`src/rtl/uart_alici_prm.sv`:
```
// UART receiver: 2-flop input synchroniser, frame FSM with latched configuration,
// and a fall-through receive FIFO carrying parity/framing flags with each word.
module uart_alici_prm #(
    parameter int VERI_BIT      = 8,
    parameter int FIFO_DERINLIK = 4
) (
    input  logic                             clk_i,
    input  logic                             rstn_i,
    input  logic                             rx_i,
    input  logic [15:0]                      baud_div_i,
    input  logic [1:0]                       parite_mod_i,
    input  logic                             durak_bit_i,
    output logic [VERI_BIT-1:0]              veri_o,
    output logic                             parite_hata_o,
    output logic                             cerceve_hata_o,
    output logic                             veri_gecerli_o,
    input  logic                             veri_hazir_i,
    output logic                             tasma_o,
    input  logic                             tasma_temizle_i,
    output logic [$clog2(FIFO_DERINLIK):0]   doluluk_o,
    output logic                             mesgul_o
);
    localparam int AW = $clog2(FIFO_DERINLIK);
    localparam int KW = VERI_BIT + 2;

    typedef enum logic [2:0] {BOSTA, BASLA, VERI, PARITE, DURAK} durum_t;

    durum_t              state_q, state_d;
    logic                rx_s1_q, rx_s2_q;
    logic [15:0]         cnt_q, cnt_d;
    logic [3:0]          bit_q, bit_d;
    logic [15:0]         div_q, div_d;
    logic [1:0]          mod_q, mod_d;
    logic                stop2_q, stop2_d;
    logic [VERI_BIT-1:0] data_q, data_d;
    logic                perr_q, perr_d;
    logic                ferr_q, ferr_d;
    logic                push, push_ferr, sample;

    always_ff @(posedge clk_i or negedge rstn_i) begin
        if (!rstn_i) begin
            rx_s1_q <= 1'b1;
            rx_s2_q <= 1'b1;
            state_q <= BOSTA;
            cnt_q   <= '0;
            bit_q   <= '0;
            div_q   <= 16'd4;
            mod_q   <= '0;
            stop2_q <= 1'b0;
            data_q  <= '0;
            perr_q  <= 1'b0;
            ferr_q  <= 1'b0;
        end else begin
            rx_s1_q <= rx_i;
            rx_s2_q <= rx_s1_q;
            state_q <= state_d;
            cnt_q   <= cnt_d;
            bit_q   <= bit_d;
            div_q   <= div_d;
            mod_q   <= mod_d;
            stop2_q <= stop2_d;
            data_q  <= data_d;
            perr_q  <= perr_d;
            ferr_q  <= ferr_d;
        end
    end

    assign sample = (cnt_q == div_q - 16'd1);

    always_comb begin
        state_d   = state_q;
        cnt_d     = cnt_q;
        bit_d     = bit_q;
        div_d     = div_q;
        mod_d     = mod_q;
        stop2_d   = stop2_q;
        data_d    = data_q;
        perr_d    = perr_q;
        ferr_d    = ferr_q;
        push      = 1'b0;
        push_ferr = ferr_q;
        case (state_q)
            BOSTA: begin
                if (!rx_s2_q) begin
                    state_d = BASLA;
                    cnt_d   = '0;
                    bit_d   = '0;
                    div_d   = (baud_div_i < 16'd4) ? 16'd4 : baud_div_i;
                    mod_d   = parite_mod_i;
                    stop2_d = durak_bit_i;
                    perr_d  = 1'b0;
                    ferr_d  = 1'b0;
                end
            end
            BASLA: begin
                // Start bit is re-checked at mid-bit to reject glitches.
                if (cnt_q == (div_q >> 1) - 16'd1) begin
                    cnt_d   = '0;
                    state_d = rx_s2_q ? BOSTA : VERI;
                end else begin
                    cnt_d = cnt_q + 16'd1;
                end
            end
            VERI: begin
                if (sample) begin
                    cnt_d  = '0;
                    data_d = {rx_s2_q, data_q[VERI_BIT-1:1]};
                    if (bit_q == 4'(VERI_BIT - 1)) begin
                        bit_d   = '0;
                        state_d = (mod_q == 2'b01 || mod_q == 2'b10) ? PARITE : DURAK;
                    end else begin
                        bit_d = bit_q + 4'd1;
                    end
                end else begin
                    cnt_d = cnt_q + 16'd1;
                end
            end
            PARITE: begin
                if (sample) begin
                    cnt_d   = '0;
                    perr_d  = (^data_q) ^ rx_s2_q ^ (mod_q == 2'b10);
                    state_d = DURAK;
                end else begin
                    cnt_d = cnt_q + 16'd1;
                end
            end
            DURAK: begin
                if (sample) begin
                    cnt_d = '0;
                    if (!rx_s2_q) ferr_d = 1'b1;
                    if (bit_q == {3'b000, stop2_q}) begin
                        push      = 1'b1;
                        push_ferr = ferr_q | ~rx_s2_q;
                        bit_d     = '0;
                        state_d   = BOSTA;
                    end else begin
                        bit_d = bit_q + 4'd1;
                    end
                end else begin
                    cnt_d = cnt_q + 16'd1;
                end
            end
            default: state_d = BOSTA;
        endcase
    end

    assign mesgul_o = (state_q != BOSTA);

    logic [KW-1:0] mem_q [FIFO_DERINLIK];
    logic [AW-1:0] wr_q, rd_q;
    logic [AW:0]   fcnt_q;
    logic          tasma_q;
    logic          full, valid, pop, wr_en, ovf;
    logic [KW-1:0] head;

    assign full  = (fcnt_q == (AW+1)'(FIFO_DERINLIK));
    assign valid = (fcnt_q != '0);
    assign pop   = valid & veri_hazir_i;
    // A pop in the same cycle frees the slot, so a full FIFO can still accept.
    assign wr_en = push & (~full | pop);
    assign ovf   = push & full & ~pop;

    always_ff @(posedge clk_i or negedge rstn_i) begin
        if (!rstn_i) begin
            wr_q    <= '0;
            rd_q    <= '0;
            fcnt_q  <= '0;
            tasma_q <= 1'b0;
        end else begin
            if (wr_en) wr_q <= wr_q + 1'b1;
            if (pop)   rd_q <= rd_q + 1'b1;
            case ({wr_en, pop})
                2'b10:   fcnt_q <= fcnt_q + 1'b1;
                2'b01:   fcnt_q <= fcnt_q - 1'b1;
                default: fcnt_q <= fcnt_q;
            endcase
            if (ovf)                  tasma_q <= 1'b1;
            else if (tasma_temizle_i) tasma_q <= 1'b0;
        end
    end

    always_ff @(posedge clk_i) begin
        if (wr_en) mem_q[wr_q] <= {perr_q, push_ferr, data_q};
    end

    assign head           = mem_q[rd_q];
    assign veri_o         = valid ? head[VERI_BIT-1:0] : '0;
    assign cerceve_hata_o = valid & head[VERI_BIT];
    assign parite_hata_o  = valid & head[VERI_BIT+1];
    assign veri_gecerli_o = valid;
    assign tasma_o        = tasma_q;
    assign doluluk_o      = fcnt_q;

endmodule
```
`config.mk`:
```
export PLATFORM = sky130hd
export DESIGN_NAME = uart_alici_prm
export DESIGN_NICKNAME = d
export VERILOG_FILES = /design/src/rtl/uart_alici_prm.sv
export SDC_FILE = /design/constraint.sdc
export NUM_CORES = 1
export LEC_CHECK = 0
export CORE_UTILIZATION = 55
export DETAILED_ROUTE_END_ITERATION = 12
export PLACE_DENSITY = 0.79
export SETUP_SLACK_MARGIN = 0.02
export SLEW_MARGIN = 20
export SYNTH_ARGS = -nofsm -noshare
export SYNTH_HDL_FRONTEND = slang
export SYNTH_SLANG_ARGS = --single-unit
```
`constraint.sdc`:
```
create_clock -name clk_i -period 9.5 [get_ports clk_i]
set_input_delay 1.9 -clock clk_i [delete_from_list [all_inputs] [get_ports clk_i]]
set_output_delay 1.9 -clock clk_i [all_outputs]
set_load 0.02 [all_outputs]
```
==> flow_metrics.py, run 1 <==
metrics = {
    "clocking": {
        "insertion_delay_ns": 0.38,
        "cts_tree": "built",
        "hold_buffers": 0,
        "h-tree-depth": 3,
        "post_cts_resized": 0,
        "cts-root-buf": "clkbuf_8",
        "cts_buffers": 9,
        "clk_pin_slew_worst_paths_ns": 0.11,
        "post_cts_buffers": 0,
        "cts_max_path_buffers": 2,
        "cts.sinks": 102,
    },
    "worst_setup_path": {
        "timing.rr.start": "div_q[1]",
        "end_kind": "output port",
        "worst_path_max_delay_cell": "dfrtp_1",
        "cp_top_family": "flip-flops",
        "start_kind": "flip-flop",
        "critPathLaunch": "rd_q[0]",
        "critPathMaxStageDelay_ns": 0.82,
        "worstPathCellList": "mux4_2 -> and2_1 -> clkdlybuf4s50_1",
        "crit_type": "reg -> out",
        "critPathMaxFanout": 12,
        "arrival_ns": 2.49,
        "crit_buf_inv": 1,
        "required_ns": 7.60,
    },
    "synthesis": {
        "syn_avg_cell_area_um2": 10.30,
        "synth_cells": 581,
        "synth.top_cell.area_share": 0.2467,
        "synth_area_leaders": "dfrtp_1 25%, edfxtp_1 20%, xnor2_1 4.5%, nand2_1 4.1%, mux4_2 3.8%",
        "synthTopCellsByCount": "66 x nand2_1, 59 x dfrtp_1, 40 x edfxtp_1",
        "syn_nets": 615,
        "ys_seq_elements": 102,
        "synth_enable_flop_cells": 40,
        "netlist_area_um2": 5984,
        "async_reset_ff_frac": 0.6078,
        "yosysMostFrequentCell": "nand2_1",
        "synth_flop_cell": "dfrtp_1",
        "synth_top_area_cell": "dfrtp_1",
        "yosysSeqAreaShare": 0.4606,
        "synth_cell_types": 75,
        "yosysWarningCount": 0,
    },
    "timing": {
        "post-route-period-util": 0.4616,
        "hold_viol_final": 0,
        "worst_slew_pin_slew_ns": 0.9226,
        "rsz0062_at_grt": "no",
        "fin_crit_ns": 4.385,
        "drv_slew": 0,
        "finClkSkew_ns": 0.01174,
        "setup_tns_ns": 0,
        "setup_viol": 0,
        "fmax_mhz": 228.0,
        "worst_slack_ns": 5.115,
        "max_slew_margin": 0.3816,
    },
    "final_layout": {
        "drive_above_1_share": 0.1107,
        "areaGrowthSynthToFinish_pct": 11.14,
        "fill_cells": 805,
        "finalNetCount": 634,
        "antenna_cells": 0,
    },
    "power": {
        "p_int_mw": 0.9027,
        "combPwrFrac": 0.398,
        "sequentialPowerShare": 0.424,
        "p_sw_frac": 0.4250,
        "p_switching_mw": 0.6673,
        "ir_drop_mv": 0.1735,
        "leakage_nw": 2.557,
        "powerDensity_nw_per_um2": 236.0,
        "pwr-share-clk": 0.178,
    },
    "placement": {
        "dp_hpwl_mm": 9.483,
        "port_buffers": 39,
        "pre_cts_ws_ns": 4.986,
        "gp_congestion": 0.9027,
    },
    "floorplan": {
        "rows": 37,
        "die-area_um2": 11300,
        "start_util": 0.5745,
        "pin_count": 40,
        "die_height_um": 106.3,
        "fp.coreArea_um2": 10420,
        "fp.dieW_um": 106.3,
    },
    "global_route": {
        "grt_max_degree": 63,
        "antenna_found_initial": 0,
        "grt_pass1_wl_mm": 21.86,
        "grt_pass1_vias": 4508,
        "grt_usage": 0.2461,
        "grt_overflow": 0,
    },
    "detailed_routing": {
        "route.detailed.drc": 0,
        "wire_per_inst_um": 17.60,
        "route.vias.total": 4561,
        "dr.pass1.iters": 5,
        "ant_nets": 0,
        "wirelength_mm": 13.04,
        "routed.top_layer": "met4",
        "met3_wirelength_um": 767,
        "dr_wl_met2_mm": 6.619,
        "drt_iter0_drc": 444,
        "met1Wirelength_mm": 5.347,
        "vias_per_cell": 6.155,
    },
    "run_status": {
        "status": "finished, final reports clean",
    },
    "worst_hold_path": {
        "hold_start": "rx_s1_q",
        "holdCritPathClass": "reg -> reg",
    },
    "flow_run": {
        "cap_violations": 0,
    },
}
## metrics by stage
stage | hold slack (ns) | power, mW | cells | instance area (um2) | utilization
2_1_floorplan | 0.3452 | 1.106 | 581 | 5984 | -
3_3_place_gp | 0.3466 | 1.267 | 725 | 6427 | 0.6171
3_5_place_dp | 0.3498 | 1.291 | 725 | 6427 | 0.6171
4_1_cts | 0.3669 | 1.570 | 741 | 6643 | 0.6377
5_1_grt | 0.3720 | 1.668 | 741 | 6651 | 0.6386
6_report | 0.3655 | 1.570 | 741 | 6651 | 0.6386
## registers in the layout (all words and copies together), names as in the netlist
register	cells
mem_q	40
state_q	3
data_q	8
rx_s1_q	1
rx_s2_q	1
ferr_q	1
tasma_o	1
wr_q	2
div_q	16
mod_q	2
stop2_q	1
bit_q	4
rd_q	2
doluluk_o	3
perr_q	1
cnt_q	16
## cell families (layout without fill, tap and decap cells)
group / count (synthesis) / count (layout) / share of synthesized area
AO/OA/AOI/OAI: 111 / 111 / 0.1280
buffers and inverters: 58 / 82 / 0.03847
multiplexers: 25 / 25 / 0.06481
flip-flops: 102 / 102 / 0.4606
XOR/XNOR: 45 / 45 / 0.06586
adder cells (fa/ha/maj): 10 / 10 / 0.02216
AND/OR/NAND/NOR: 230 / 230 / 0.2202
## power by group through the flow
stage / clock network, mW / logic, mW / registers, mW
4_1_cts: 0.284 / 0.620 / 0.666
3_5_place_dp: 0 / 0.616 / 0.675
6_report: 0.279 / 0.624 / 0.666
3_3_place_gp: 0 / 0.600 / 0.667
2_1_floorplan: 0 / 0.537 / 0.569
5_1_grt: 0.302 / 0.688 / 0.678
## routing by layer
| metal | up-vias | global-route usage |
|---|---|---|
| li1 | 2169 | - |
| met1 | 2183 | 0.3166 |
| met2 | 178 | 0.4170 |
| met3 | 31 | 0.03617 |
| met4 | 0 | 0.1002 |
| met5 | - | 0 |
## path summary, 6_finish.rpt
kind	slack (ns)	to	cells after the start
worst max-delay path	5.11	veri_o[7]	3
worst min-delay path	0.37	rx_s2_q	0
worst max register to register	5.19	doluluk_o[2]	14
worst min register to register	0.37	rx_s2_q	0
max in group asynchronous	7.29	div_q[7]	2
min in group asynchronous	1.67	doluluk_o[1]	2
## cell type report
class | instances | area (um2) | share of cell area
Tap cell | 136 | 170.2 | 0.02558
Sequential cell | 102 | 2756 | 0.4144
Clock inverter | 7 | 91.34 | 0.01373
Multi-Input combinational cell | 421 | 3012 | 0.4528
Clock buffer | 9 | 123.9 | 0.01862
Timing Repair Buffer | 42 | 407.9 | 0.06132
Inverter | 24 | 90.09 | 0.01354
## cells in the final DEF, fill, tap and decap left out, types with 4 or more instances in the layout
cell and count:
xnor2_1 31, mux4_2 10, nor3_1 11, o211ai_1 4, and2_1 16, nand2b_1 10
inv_1 24, nand3_1 18, a211o_1 5, nor2_1 27, edfxtp_1 40, mux2_2 9
a211oi_1 5, nor2b_1 4, clkdlybuf4s50_1 38, a31oi_1 5, nor3b_1 8, o21ai_0 28
dfrtp_1 59, o22ai_1 7, nand4_1 8, nor4_1 9, mux2i_1 5, ha_1 9
nand2_1 66, xor2_1 14, nand3b_1 6, or2_2 5, clkbuf_8 9, o31ai_1 13
or3_1 9, and3_1 5, or4_1 5, a21oi_1 14
No activity file was read; power rests on OpenSTA's default activity.
==> run 2: changes to the inputs <==
Clock period 9.5 ns to 4.5 ns, I/O delays scaled along.
==> run 2 against run 1 <==
Net effect: non-clock buffer count grew 5; hold slack gained 0.0031 ns; sequential cell count is the same; critical path depth grew 9; total power grew 110%; largest cell class unchanged.
==> flow_metrics.py, run 2 (synthesis gave the netlist of run 1 again) <==
metrics = {
    "final_layout": {
        "final_common_cell": "nand2_1",
        "fin_cells": 746,
        "max_flop_register": "mem_q",
        "fill_cells": 832,
        "final_cell_mix": "66 x nand2_1, 59 x dfrtp_1, 40 x edfxtp_1",
        "post-route-util": 0.6401,
        "finalNetCount": 639,
        "final_area_um2": 6668,
        "drive_above_1_share": 0.1180,
        "reg_top3": "mem_q x40, cnt_q x16, div_q x16",
        "areaGrowthSynthToFinish_pct": 11.42,
        "antenna_cells": 0,
        "largest_register_ffs": 40,
    },
    "floorplan": {
        "pin_count": 40,
        "fp.coreArea_um2": 10420,
        "fp.dieW_um": 106.3,
        "die_height_um": 106.3,
        "rows": 37,
        "start_util": 0.5745,
        "die-area_um2": 11300,
    },
    "placement": {
        "dpl.cell_count": 730,
        "pre_cts_ws_ns": 0.3386,
        "dp_hpwl_mm": 9.886,
        "gp_congestion": 0.9166,
        "port_buffers": 39,
        "place_area_um2": 6460,
    },
    "timing": {
        "drv_slew": 0,
        "fin_crit_ns": 4.133,
        "hold_slack_ns": 0.3686,
        "post-route-period-util": 0.9183,
        "hold_viol_final": 0,
        "setup_tns_ns": 0,
        "worst_slack_ns": 0.3675,
        "rsz0062_at_grt": "no",
        "worst_slew_pin_slew_ns": 0.9369,
        "fmax_mhz": 242.0,
        "finClkSkew_ns": 0.01276,
        "max_slew_margin": 0.3738,
        "setup_viol": 0,
    },
    "detailed_routing": {
        "routed.top_layer": "met4",
        "ant_nets": 0,
        "route.vias.total": 4516,
        "wire_per_inst_um": 17.68,
        "route.detailed.drc": 0,
        "drt_iter0_drc": 371,
        "vias_per_cell": 6.054,
        "wirelength_mm": 13.19,
        "met1Wirelength_mm": 5.652,
        "dr.pass1.iters": 5,
        "dr_wl_met2_mm": 6.677,
        "met3_wirelength_um": 447,
    },
    "global_route": {
        "grt_pass1_vias": 4491,
        "grt_max_degree": 34,
        "grt_usage": 0.2528,
        "grt_pass1_wl_mm": 22.09,
        "antenna_found_initial": 0,
        "grt_overflow": 0,
    },
    "power": {
        "combPwrFrac": 0.420,
        "p_sw_frac": 0.4234,
        "sequentialPowerShare": 0.407,
        "ir_drop_mv": 0.2768,
        "pwr-share-clk": 0.173,
        "p_switching_mw": 1.412,
        "leakage_nw": 2.577,
        "total_power_mw": 3.336,
        "powerDensity_nw_per_um2": 500.3,
        "p_int_mw": 1.923,
    },
    "worst_setup_path": {
        "arrival_ns": 4.38,
        "path_common_cell": "o211ai_1",
        "required_ns": 4.75,
        "critPathMaxStageDelay_ns": 0.66,
        "worst_path_max_delay_cell": "nor4_2",
        "end_kind": "flip-flop",
        "critPathMaxFanout": 9,
        "start_kind": "flip-flop",
        "r2r_slack_ns": 0.37,
        "crit_type": "reg -> reg",
        "worstPathCellList": "nor4_2 -> nand2_2 -> o41a_1 -> o211ai_2 -> a211o_1 -> nor3_4 -> or2_2 -> fa_1 -> nor2_1 -> or4b_2 -> o211ai_1 -> o211ai_1",
    },
    "flow_run": {
        "cap_violations": 0,
    },
    "clocking": {
        "hold_buffers": 0,
        "cts.sinks": 102,
        "clk_pin_slew_worst_paths_ns": 0.11,
        "cts-root-buf": "clkbuf_8",
        "insertion_delay_ns": 0.38,
        "cts_buffers": 9,
        "cts_max_path_buffers": 2,
        "h-tree-depth": 3,
        "cts_tree": "built",
    },
    "worst_hold_path": {
        "holdCritPathClass": "reg -> reg",
    },
    "run_status": {
        "status": "finished, final reports clean",
    },
}
[run 2: cell type report]
cell class / instances / area (um2) / share of cell area
tap: 136 / 170.2 / 0.02552
timing repair buffer: 47 / 445.4 / 0.06680
clock buffer: 9 / 123.9 / 0.01858
multi-input combinational: 421 / 3000 / 0.4500
sequential: 102 / 2756 / 0.4134
inverter: 24 / 90.09 / 0.01351
clock inverter: 7 / 81.33 / 0.01220
[run 2: what timing repair did]
| action | CTS | global route |
|---|---|---|
| resized for setup | 0 | 1 |
| endpoints found under the hold margin | 0 | 0 |
| endpoints found under the setup margin | 0 | 1 |
| setup buffers | 0 | 0 |
[run 2: power by group through the flow]
stage	sequential, mW	combinational [mW]	clock (mW)
final	1.36	1.40	0.578
after global routing	1.38	1.54	0.624
after CTS	1.35	1.40	0.595
after detailed placement	1.37	1.39	0
after global placement	1.36	1.37	0
after floorplan	1.20	1.13	0
[run 2: path summary, 6_finish.rpt]
kind                          start           end  depth (start not counted)
min reg2reg                 rx_s1_q       rx_s2_q                          0
max reg2reg                div_q[0]  doluluk_o[2]                         12
max in group asynchronous    rstn_i       rx_s2_q                          2
min in group asynchronous    rstn_i     cnt_q[13]                          1
max                        div_q[0]  doluluk_o[2]                         12
min                         rx_s1_q       rx_s2_q                          0
[run 2: worst max-delay path: cells and delay by family, from the launching register on]
family	cells	cell delay [ns]
simple gates	6	1.98
compound gates	5	1.16
flops	1	0.45
fa+ha+maj	1	0.41
[run 2: routing by layer]
metal,GRT usage,vias to the layer above
met1,0.3051,2202
met4,0.1071,0
met5,0,-
li1,-,2174
met2,0.4471,108
met3,0.03985,32
